`config.mk`:
```
export PLATFORM = sky130hd
export DESIGN_NAME = clk_div_sched
export DESIGN_NICKNAME = d
export VERILOG_FILES = /design/src/rtl/clk_div_sched.sv
export SDC_FILE = /design/constraint.sdc
export NUM_CORES = 1
export LEC_CHECK = 0
export ABC_AREA = 1
export CAP_MARGIN = 20
export CORE_ASPECT_RATIO = 1.5
export CORE_UTILIZATION = 54
export DETAILED_ROUTE_END_ITERATION = 7
export PLACE_DENSITY = 0.78
export SETUP_SLACK_MARGIN = 0.1
export SYNTH_ARGS = -nofsm -noshare
export SYNTH_HDL_FRONTEND = slang
export SYNTH_SLANG_ARGS = --single-unit
```
`constraint.sdc`:
```
create_clock -name clk -period 2.6 [get_ports clk]
set_clock_uncertainty 0.05 [all_clocks]
set_input_delay 0.26 -clock clk [delete_from_list [all_inputs] [get_ports clk]]
set_output_delay 0.26 -clock clk [all_outputs]
set_load 0.02 [all_outputs]
```
`src/rtl/clk_div_sched.sv`:
```
// Shared-counter clock-enable scheduler: per-channel 2^e strobes and divided clocks, reconfigured only at counter wrap.
// Optional out-of-range error pulse port enabled by defining CLK_DIV_SCHED_ERR_EN.
module clk_div_sched #(
  parameter int NCH   = 3,
  parameter int CNT_W = 8,
  localparam int CH_W = (NCH > 1) ? $clog2(NCH) : 1
) (
  input  logic             clk,
  input  logic             reset,
  input  logic             cfg_valid,
  output logic             cfg_ready,
  input  logic [CH_W-1:0]  cfg_ch,
  input  logic [3:0]       cfg_exp,
  input  logic             cfg_on,
  output logic             cfg_done,
`ifdef CLK_DIV_SCHED_ERR_EN
  output logic             cfg_err,
`endif
  output logic [NCH-1:0]   en_o,
  output logic [NCH-1:0]   ck_o,
  output logic [CNT_W-1:0] cnt_o
);

  typedef enum logic {ST_IDLE, ST_PEND} state_t;

  state_t           r_state;
  state_t           w_state_nxt;
  logic [CNT_W-1:0] r_cnt;
  logic [NCH-1:0]   r_on;
  logic [3:0]       r_exp [NCH];
  logic [NCH-1:0]   r_en;
  logic [NCH-1:0]   r_ck;
  logic             r_done;
  logic [CH_W-1:0]  r_sh_ch;
  logic [3:0]       r_sh_exp;
  logic             r_sh_on;

  logic             w_ch_ok;
  logic             w_accept;
  logic             w_apply;
  logic [3:0]       w_exp_clamped;
  logic [NCH-1:0]   w_eff_on;
  logic [3:0]       w_eff_exp [NCH];
  logic [NCH-1:0]   w_strobe;

  // Mask of the low e bits; e = CNT_W covers the whole counter.
  function automatic logic [CNT_W-1:0] low_mask(input logic [3:0] e);
    logic [CNT_W-1:0] m;
    for (int b = 0; b < CNT_W; b++) m[b] = (b < int'(e));
    return m;
  endfunction

  assign w_ch_ok       = (int'(cfg_ch) < NCH);
  assign w_accept      = (r_state == ST_IDLE) && cfg_valid && w_ch_ok;
  assign w_apply       = (r_state == ST_PEND) && (r_cnt == '1);
  assign w_exp_clamped = (cfg_exp > 4'(CNT_W)) ? 4'(CNT_W) : cfg_exp;

  always_ff @(posedge clk or negedge reset) begin
    if (!reset) r_state <= ST_IDLE;
    else        r_state <= w_state_nxt;
  end

  always_comb begin
    w_state_nxt = r_state;
    cfg_ready   = 1'b0;
    case (r_state)
      ST_IDLE: begin
        cfg_ready = 1'b1;
        if (w_accept) w_state_nxt = ST_PEND;
      end
      ST_PEND: begin
        if (w_apply) w_state_nxt = ST_IDLE;
      end
      default: w_state_nxt = ST_IDLE;
    endcase
  end

  // The pending request already governs the apply edge itself.
  always_comb begin
    for (int i = 0; i < NCH; i++) begin
      w_eff_on[i]  = r_on[i];
      w_eff_exp[i] = r_exp[i];
      if (w_apply && (int'(r_sh_ch) == i)) begin
        w_eff_on[i]  = r_sh_on;
        w_eff_exp[i] = r_sh_exp;
      end
      w_strobe[i] = w_eff_on[i] && ((r_cnt | ~low_mask(w_eff_exp[i])) == '1);
    end
  end

  always_ff @(posedge clk) begin
    if (w_accept) begin
      r_sh_ch  <= cfg_ch;
      r_sh_exp <= w_exp_clamped;
      r_sh_on  <= cfg_on;
    end
  end

  always_ff @(posedge clk or negedge reset) begin
    if (!reset) begin
      r_cnt  <= '0;
      r_on   <= '0;
      r_en   <= '0;
      r_ck   <= '0;
      r_done <= 1'b0;
      for (int i = 0; i < NCH; i++) r_exp[i] <= '0;
    end else begin
      r_cnt  <= r_cnt + 1'b1;
      r_done <= w_apply;
      for (int i = 0; i < NCH; i++) begin
        r_on[i]  <= w_eff_on[i];
        r_exp[i] <= w_eff_exp[i];
        r_en[i]  <= w_strobe[i];
        r_ck[i]  <= w_eff_on[i] ? (r_ck[i] ^ w_strobe[i]) : 1'b0;
      end
    end
  end

`ifdef CLK_DIV_SCHED_ERR_EN
  logic r_err;

  always_ff @(posedge clk or negedge reset) begin
    if (!reset) r_err <= 1'b0;
    else        r_err <= (r_state == ST_IDLE) && cfg_valid && !w_ch_ok;
  end

  assign cfg_err = r_err;
`endif

  assign cfg_done = r_done;
  assign en_o     = r_en;
  assign ck_o     = r_ck;
  assign cnt_o    = r_cnt;

endmodule

```
* Yosys cells after proc, flatten, opt, wreduce, memory -nomap -nowiden
Cells that the tools add are included.
** Storage, ports and cells
- Input bits :: 10
- Output and inout port bits :: 16
- Register bits after elaboration :: 38
** Cells by class
- Order comparisons :: 26
- Eq/ne operators :: 6
- Reduce and logical (&&, ||, !) cells :: 10
- Bitwise operators :: 10
- Muxes and demuxes :: 13
- Add/sub/neg operators :: 1
** Operators with widths (count)
- $lt 3x4->1 const A :: 12
- $eq 8x8->1 const B :: 4
- $lt 1x4->1 const A :: 6
- $lt 2x4->1 const A :: 6
- $not 8->8 :: 3
- $or 8x8->8 :: 3
- $mux 4 :: 3
- $logic_and 1x1->1 :: 9
- $mux 1 :: 9
- $add 8x1->8 const B :: 1
- $eq 2x2->1 const B :: 2
- $gt 4x4->1 const B :: 1
- $xor 1x1->1 :: 3
- $logic_not 2->1 :: 1
- $lt 2x2->1 const B :: 1
- $pmux 1 s2 :: 1
- $not 1->1 :: 1

* Depth between registers and ports, before layout
Gate-level depths: netlist (run 1).
- Word-level depth :: 11
- Mapped depth :: 18

* Worst setup path after synthesis (run 1)
No wires, ideal clock.
- Kind :: reg-to-reg
- Start :: register r_cnt[0] (netlist: cnt_o[0])
- End :: register r_ck[0] (netlist: ck_o[0])
- Arrival time :: 2023 ps
- Buffers on the path :: 2
- Setup time :: 119 ps
- Path slack :: 408 ps
- Data required time :: 2431 ps
- Cell stages (with the launch flop) :: 17
- Clock period less this slack :: 2192 ps
- Cells stage by stage :: dfrtp_1 -> ha_1 -> nand3_4 -> nor2_4 -> buf_8 -> buf_8 -> nand4_4 -> nand2_4 -> inv_2 -> nor2_4 -> nand2_1 -> nand2_1 -> nand2_1 -> a21oi_2 -> nand3_1 -> nand2_1 -> nor2_1
** RTL lines
- from (decl) :: line 28 : logic [CNT_W-1:0] r_cnt;
- from (signal assigned) :: line 108 : r_cnt <= r_cnt + 1'b1;
- to (signal, indexed assignment) :: line 114 : r_ck[i] <= w_eff_on[i] ? (r_ck[i] ^ w_strobe[i]) : 1'b0;
- to (decl) :: line 32 : logic [NCH-1:0] r_ck;

==> results.txt, run 1 <==
Clk Latency, worst-skew pair -> 290 ps
dpl ws -> 232 ps
PD cells -> 446 nW/um^2
DRC -> 0
status -> complete, no violations
peak supply drop -> 0.438 mV
syn_nets -> 253
met1 wire length -> 1.72 mm
Async S/R FF share, synth -> 81.6%
count of nets after finishing -> 288
mean area per synthesized cell -> 8.76 um^2
DP HPWL -> 3.16 mm
largest area contributor in the netlist -> dfrtp_1
CTS clk-pin slew, worst paths -> 80 ps
sequential-to-total area share from yosys stat -> 46.5%
Cells after DPL -> 310
first-pass GRT wire length -> 7.22 mm
synth top area cells -> dfrtp_1 37%, nand2_1 12%, edfxtp_1 9.9%
Routability Congestion -> 0.824
hold buffer count at cts -> 0
DRT Wirelength -> 4.22 mm
crit share post-route -> 87.3%
total gr overflow -> 0
Critical Path AT -> 2410 ps
most common flop cell mapped by yosys -> dfrtp_1
Max clock buf depth -> 2
# diodes -> 0
antenna viol nets, final -> 0
clock buffer count from CTS -> 5
Slew headroom -> 64.3%
io pins -> 26
Pleak -> 1.26 nW
Worst-Margin Slew -> 534 ps
crit path launch type -> flop
Slew Viols, Final -> 0
die area -> 4190 um^2
Mapped Area -> 2120 um^2
register bit total from synthesis -> 38
count of input and output buffers -> 25
cell count after synthesis -> 242
vias -> 1,658
final hold vios -> 0
Total Routing Usage GR -> 24.1%
max layer used -> met4
core area -> 3720 um^2
Synth Warn # -> 0
H-tree Lvls -> 2
vias in the first global route -> 1,612
initial antenna violation count -> 0
Initial Util -> 57.1%
area delta synth->final -> 20.0%
Die X -> 53.2 um
Synth cell types -> 32
final setup vio count -> 0
FP Rows -> 27
Total Power -> 1.13 mW
clk root buf -> clkbuf_8
worst endpoint required time -> 2740 ps
Post-Layout Cell Count -> 321
Yosys top cell area share -> 36.6%
Routed met3 length -> 128 um
number of flops mapped to enable cells by yosys -> 7
per-cell routed wire length -> 13.2 um
CTS sink cnt -> 38
Worst Setup SP -> cnt_o[1]$_DFF_PN0_
WS Path Type -> reg2reg
CTS tree -> done
met2 routed WL -> 2.28 mm
worst hold-check path type -> in2async
largest net degree at the start of global routing -> 32
Worst Path Max Fanout -> 8
die height -> 78.8 um
fin crit period -> 2270 ps
RR Startpoint -> cnt_o[1]$_DFF_PN0_
RSZ-0062 raised after global routing -> false
r2r setup slk -> 330 ps
drt initial violations -> 30
Hold WS -> 310 ps
Max Freq -> 0.441 GHz
post-DR vias/cell -> 5.17
drt first pass iters -> 4
Crit. End Element -> flop
final worst slack -> 331 ps
max_cap viols -> 0
share of cells above drive strength 1 -> 21.2%
setup TNS -> 0 ps
[synthesized netlist by cell type, types with 2 or more instances]
library cell,count
nand4_2,2
nand4_1,14
nor2_1,17
xor2_1,5
nand2_2,13
o21ai_2,2
nor2_2,8
nor2_4,5
inv_1,31
nand2_1,70
nand3_1,4
dfrtp_1,31
edfxtp_1,7
o21ai_1,3
a21oi_1,5
nand3_4,4
nand2_4,2
buf_8,2
inv_2,3
buf_6,2
[area by class of cell]
type / count / area [um^2]
fill: 305 / 1170
sequential: 38 / 986
multi-input combinational: 165 / 957
timing repair buffer: 33 / 310
inverter: 34 / 128
clock buffer: 6 / 72.6
tap: 43 / 53.8
clock inverter: 2 / 37.5
[critical path, cell delays in order (launching register included)]
cell and delay (ps):
dfrtp_1 410, ha_2 240, nand3_4 110, nor2_4 160, buf_4 190, buf_4 150
nand4_1 110, nand2_2 140, nand2_1 80, nand2_1 70, nand2_1 40, nand2_1 60
inv_1 40, nand2_1 50, nand2_1 50, nand2_1 90, nand2_1 60, nand2_1 50
nor2_1 40
[final timing paths]
kind,end,cells after the start
worst max-delay path,ck_o[1]$_DFF_PN0_,18
worst min-delay path,r_exp[0]$_DFF_PN0_,2
worst min register to register,r_on[2]$_DFF_PN0_,2
min in group clk,r_on[2]$_DFF_PN0_,2
worst max register to register,ck_o[1]$_DFF_PN0_,18
max in group asynchronous,r_exp[7]$_DFF_PN0_,2
[logic make-up (layout without fill, tap and decap cells)]
family / Yosys count / after routing / synth area share [%]
and+or+nand+nor: 143 / 143 / 37.4
buffers and inverters: 39 / 75 / 8.67
DFF: 38 / 38 / 46.5
AOI/OAI and AO/OA: 15 / 15 / 4.37
xor gates and xnor gates: 6 / 6 / 2.48
adders and majority gates: 1 / 1 / 0.590
[placed cells by master (no fill, tap or decap), drive strengths merged, types with 5 or more instances in the layout]
cell type	instances
a21oi	6
buf	8
clkbuf	6
clkdlybuf4s50	25
dfrtp	31
edfxtp	7
inv	34
nand2	85
nand3	8
nand4	17
nor2	31
o21ai	6
xor2	5
[power breakdown]
part	total (mW)	switching [mW]	internal, mW
logic	0.0291	0.0145	0.0146
registers	0.606	0	0.606
clock network	0.499	0.213	0.286
total	1.13	0.227	0.906
[sequential cells by signal, summed over array words and instances, names as in the netlist]
signal    flops
cnt_o         8
cfg_done      1
r_exp        12
r_sh_exp      4
r_sh_ch       2
r_state       1
ck_o          3
r_sh_on       1
r_on          3
en_o          3
[what timing repair did]
action	4_1_cts	5_1_grt
endpoints found under the hold margin	0	0
buffers inserted	0	3
setup endpoints to repair	0	5
resized for setup	0	2
[per-layer routing]
metal  vias to the layer above  global-route usage (%)
met5                         -                       0
met4                         0                    10.0
met3                        11                    4.60
met2                        32                    41.1
met1                       782                    28.7
li1                        833                       -
[through the flow]
stage               cell area (um^2)  utilization, %
floorplan                       2120               -
detailed placement              2410            64.7
global placement                2410            64.7
CTS                             2520            67.7
global route                    2540            68.5
finish                          2540            68.5
No activity file was read; power rests on OpenSTA's default activity.
==> run 2: changes to the inputs <==
--- a/config.mk
+++ b/config.mk
@@ -9,6 +9,8 @@
 export CAP_MARGIN = 20
 export CORE_ASPECT_RATIO = 1.5
 export CORE_UTILIZATION = 54
+export CTS_BUF_LIST = sky130_fd_sc_hd__clkbuf_4
+export CTS_CLUSTER_SIZE = 12
 export DETAILED_ROUTE_END_ITERATION = 7
 export PLACE_DENSITY = 0.78
 export SETUP_SLACK_MARGIN = 0.1
==> run 2 against run 1 <==
Wire length down 0.38%; register-to-register slack is essentially flat; critical endpoint unchanged; clock-buffer cell count unchanged; setup slack got worse by 10 ps; clock power shrank 18%; die area stayed put; worst hold slack got worse by 56 ps; non-clock buffer count is 2 higher.
==> results.txt, run 2 (synthesis results as in run 1) <==
final setup vio count -> 0 (unchanged)
CTS tree -> done (unchanged)
setup TNS -> 0 ps (unchanged)
crit share post-route -> 87.7% (was 87.3%)
Slew Viols, Final -> 0 (unchanged)
crit path launch type -> flop (unchanged)
Max Freq -> 0.439 GHz (was 0.441 GHz)
final hold vios -> 0 (unchanged)
drt first pass iters -> 4 (unchanged)
largest net degree at the start of global routing -> 32 (unchanged)
drt initial violations -> 38 (was 30)
Critical Path AT -> 2480 ps (was 2410 ps)
area delta synth->final -> 19.3% (was 20.0%)
H-tree Lvls -> 2 (unchanged)
most common cell after layout, fill and taps aside -> nand2_1 (unchanged)
vias -> 1,674 (was 1,658)
clock buffer count from CTS -> 5 (unchanged)
WS Path Type -> reg2reg (unchanged)
die area -> 4190 um^2 (unchanged)
worst hold-check path type -> in2async (unchanged)
PD cells -> 413 nW/um^2 (was 446 nW/um^2)
first-pass GRT wire length -> 7.20 mm (was 7.22 mm)
RSZ-0062 raised after global routing -> false (unchanged)
Slew headroom -> 65.5% (was 64.3%)
final worst slack -> 321 ps (was 331 ps)
Routability Congestion -> 0.824 (unchanged)
final instance area -> 2530 um^2 (was 2540 um^2)
DRC -> 0 (unchanged)
count of input and output buffers -> 25 (unchanged)
dpl cell area -> 2410 um^2 (unchanged)
total gr overflow -> 0 (unchanged)
most frequent cells in the layout -> 70 x nand2_1, 31 x inv_1, 31 x dfrtp_1 (unchanged)
FP Rows -> 27 (unchanged)
Initial Util -> 57.1% (unchanged)
per-cell routed wire length -> 13.0 um (was 13.2 um)
final cell utilization of the core -> 68.1% (was 68.5%)
DRT Wirelength -> 4.21 mm (was 4.22 mm)
Largest Register -> r_exp (unchanged)
Worst Path Max Fanout -> 8 (unchanged)
post-DR vias/cell -> 5.18 (was 5.17)
status -> complete, no violations (unchanged)
max_cap viols -> 0 (unchanged)
peak supply drop -> 0.336 mV (was 0.438 mV)
DP HPWL -> 3.16 mm (unchanged)
Max clock buf depth -> 2 (unchanged)
Clk Latency, worst-skew pair -> 340 ps (was 290 ps)
count of nets after finishing -> 290 (was 288)
antenna viol nets, final -> 0 (unchanged)
# diodes -> 0 (unchanged)
vias in the first global route -> 1,610 (was 1,612)
Total Power -> 1.04 mW (was 1.13 mW)
core area -> 3720 um^2 (unchanged)
fin crit period -> 2280 ps (was 2270 ps)
Worst-Margin Slew -> 516 ps (was 534 ps)
Total Routing Usage GR -> 23.9% (was 24.1%)
Post-Layout Cell Count -> 323 (was 321)
Cells after DPL -> 310 (unchanged)
dpl ws -> 232 ps (unchanged)
Crit. End Element -> flop (unchanged)
CTS sink cnt -> 38 (unchanged)
worst endpoint required time -> 2800 ps (was 2740 ps)
initial antenna violation count -> 0 (unchanged)
Largest register FFs -> 12 (unchanged)
Pleak -> 1.27 nW (was 1.26 nW)
CTS clk-pin slew, worst paths -> 120 ps (was 80 ps)
Die X -> 53.2 um (unchanged)
clk root buf -> clkbuf_4 (was clkbuf_8)
io pins -> 26 (unchanged)
die height -> 78.8 um (unchanged)
Hold WS -> 255 ps (was 310 ps)
share of cells above drive strength 1 -> 21.8% (was 21.2%)
-- run 2: cell count changes in the layout (fill, tap and decap cells not counted), sizes merged --
cell  delta
buf      +2
-- run 2: report_power, final --
group	total [mW]	internal [mW]	switching (mW)
Combinational	0.0291	0.0146	0.0145
Clock	0.409	0.213	0.195
Sequential	0.606	0.606	0
Total	1.04	0.834	0.210
-- run 2: area by class of cell --
class | instances | area, um^2
timing repair buffer | 35 | 325
clock inverter | 2 | 37.5
multi-input combinational | 165 | 955
fill | 307 | 1190
inverter | 34 | 128
clock buffer | 6 | 45.0
sequential | 38 | 986
tap | 43 | 53.8
-- run 2: final timing paths --
check / from / cells past startpoint / to / slack [ps]
setup / recovery: cnt_o[1]$_DFF_PN0_ / 18 / ck_o[1]$_DFF_PN0_ / 320
hold / removal: reset / 2 / cnt_o[7]$_DFF_PN0_ / 250
setup reg to reg: cnt_o[1]$_DFF_PN0_ / 18 / ck_o[1]$_DFF_PN0_ / 320
hold reg to reg: r_exp[5]$_DFF_PN0_ / 2 / r_exp[5]$_DFF_PN0_ / 470
max in group asynchronous: reset / 2 / en_o[0]$_DFF_PN0_ / 1960
min in group clk: cfg_on / 1 / r_sh_on$_DFFE_PP_ / 430
-- run 2: critical path, cell delays in order (launching register included) --
cell and delay, ps:
dfrtp_1 420, ha_1 240, nand3_4 120, nor2_4 160, buf_4 190, buf_4 150
nand4_1 110, nand2_2 140, nand2_1 80, nand2_1 70, nand2_1 40, nand2_1 60
inv_1 30, nand2_1 40, nand2_1 50, nand2_1 90, nand2_1 60, nand2_1 50
nor2_1 40
-- run 2: metal layers --
metal	global-route usage (%)	up-vias	routed length, um
met3	4.79	13	170
met1	29.3	784	1650
met4	8.68	0	121
met5	0	-	0
li1	-	839	-
met2	40.5	38	2270
-- run 2: repair_timing --
action,CTS,global route
setup buffers,0,5
hold buffers,0,0
gates resized for setup,0,1
endpoints found under the setup margin,0,5
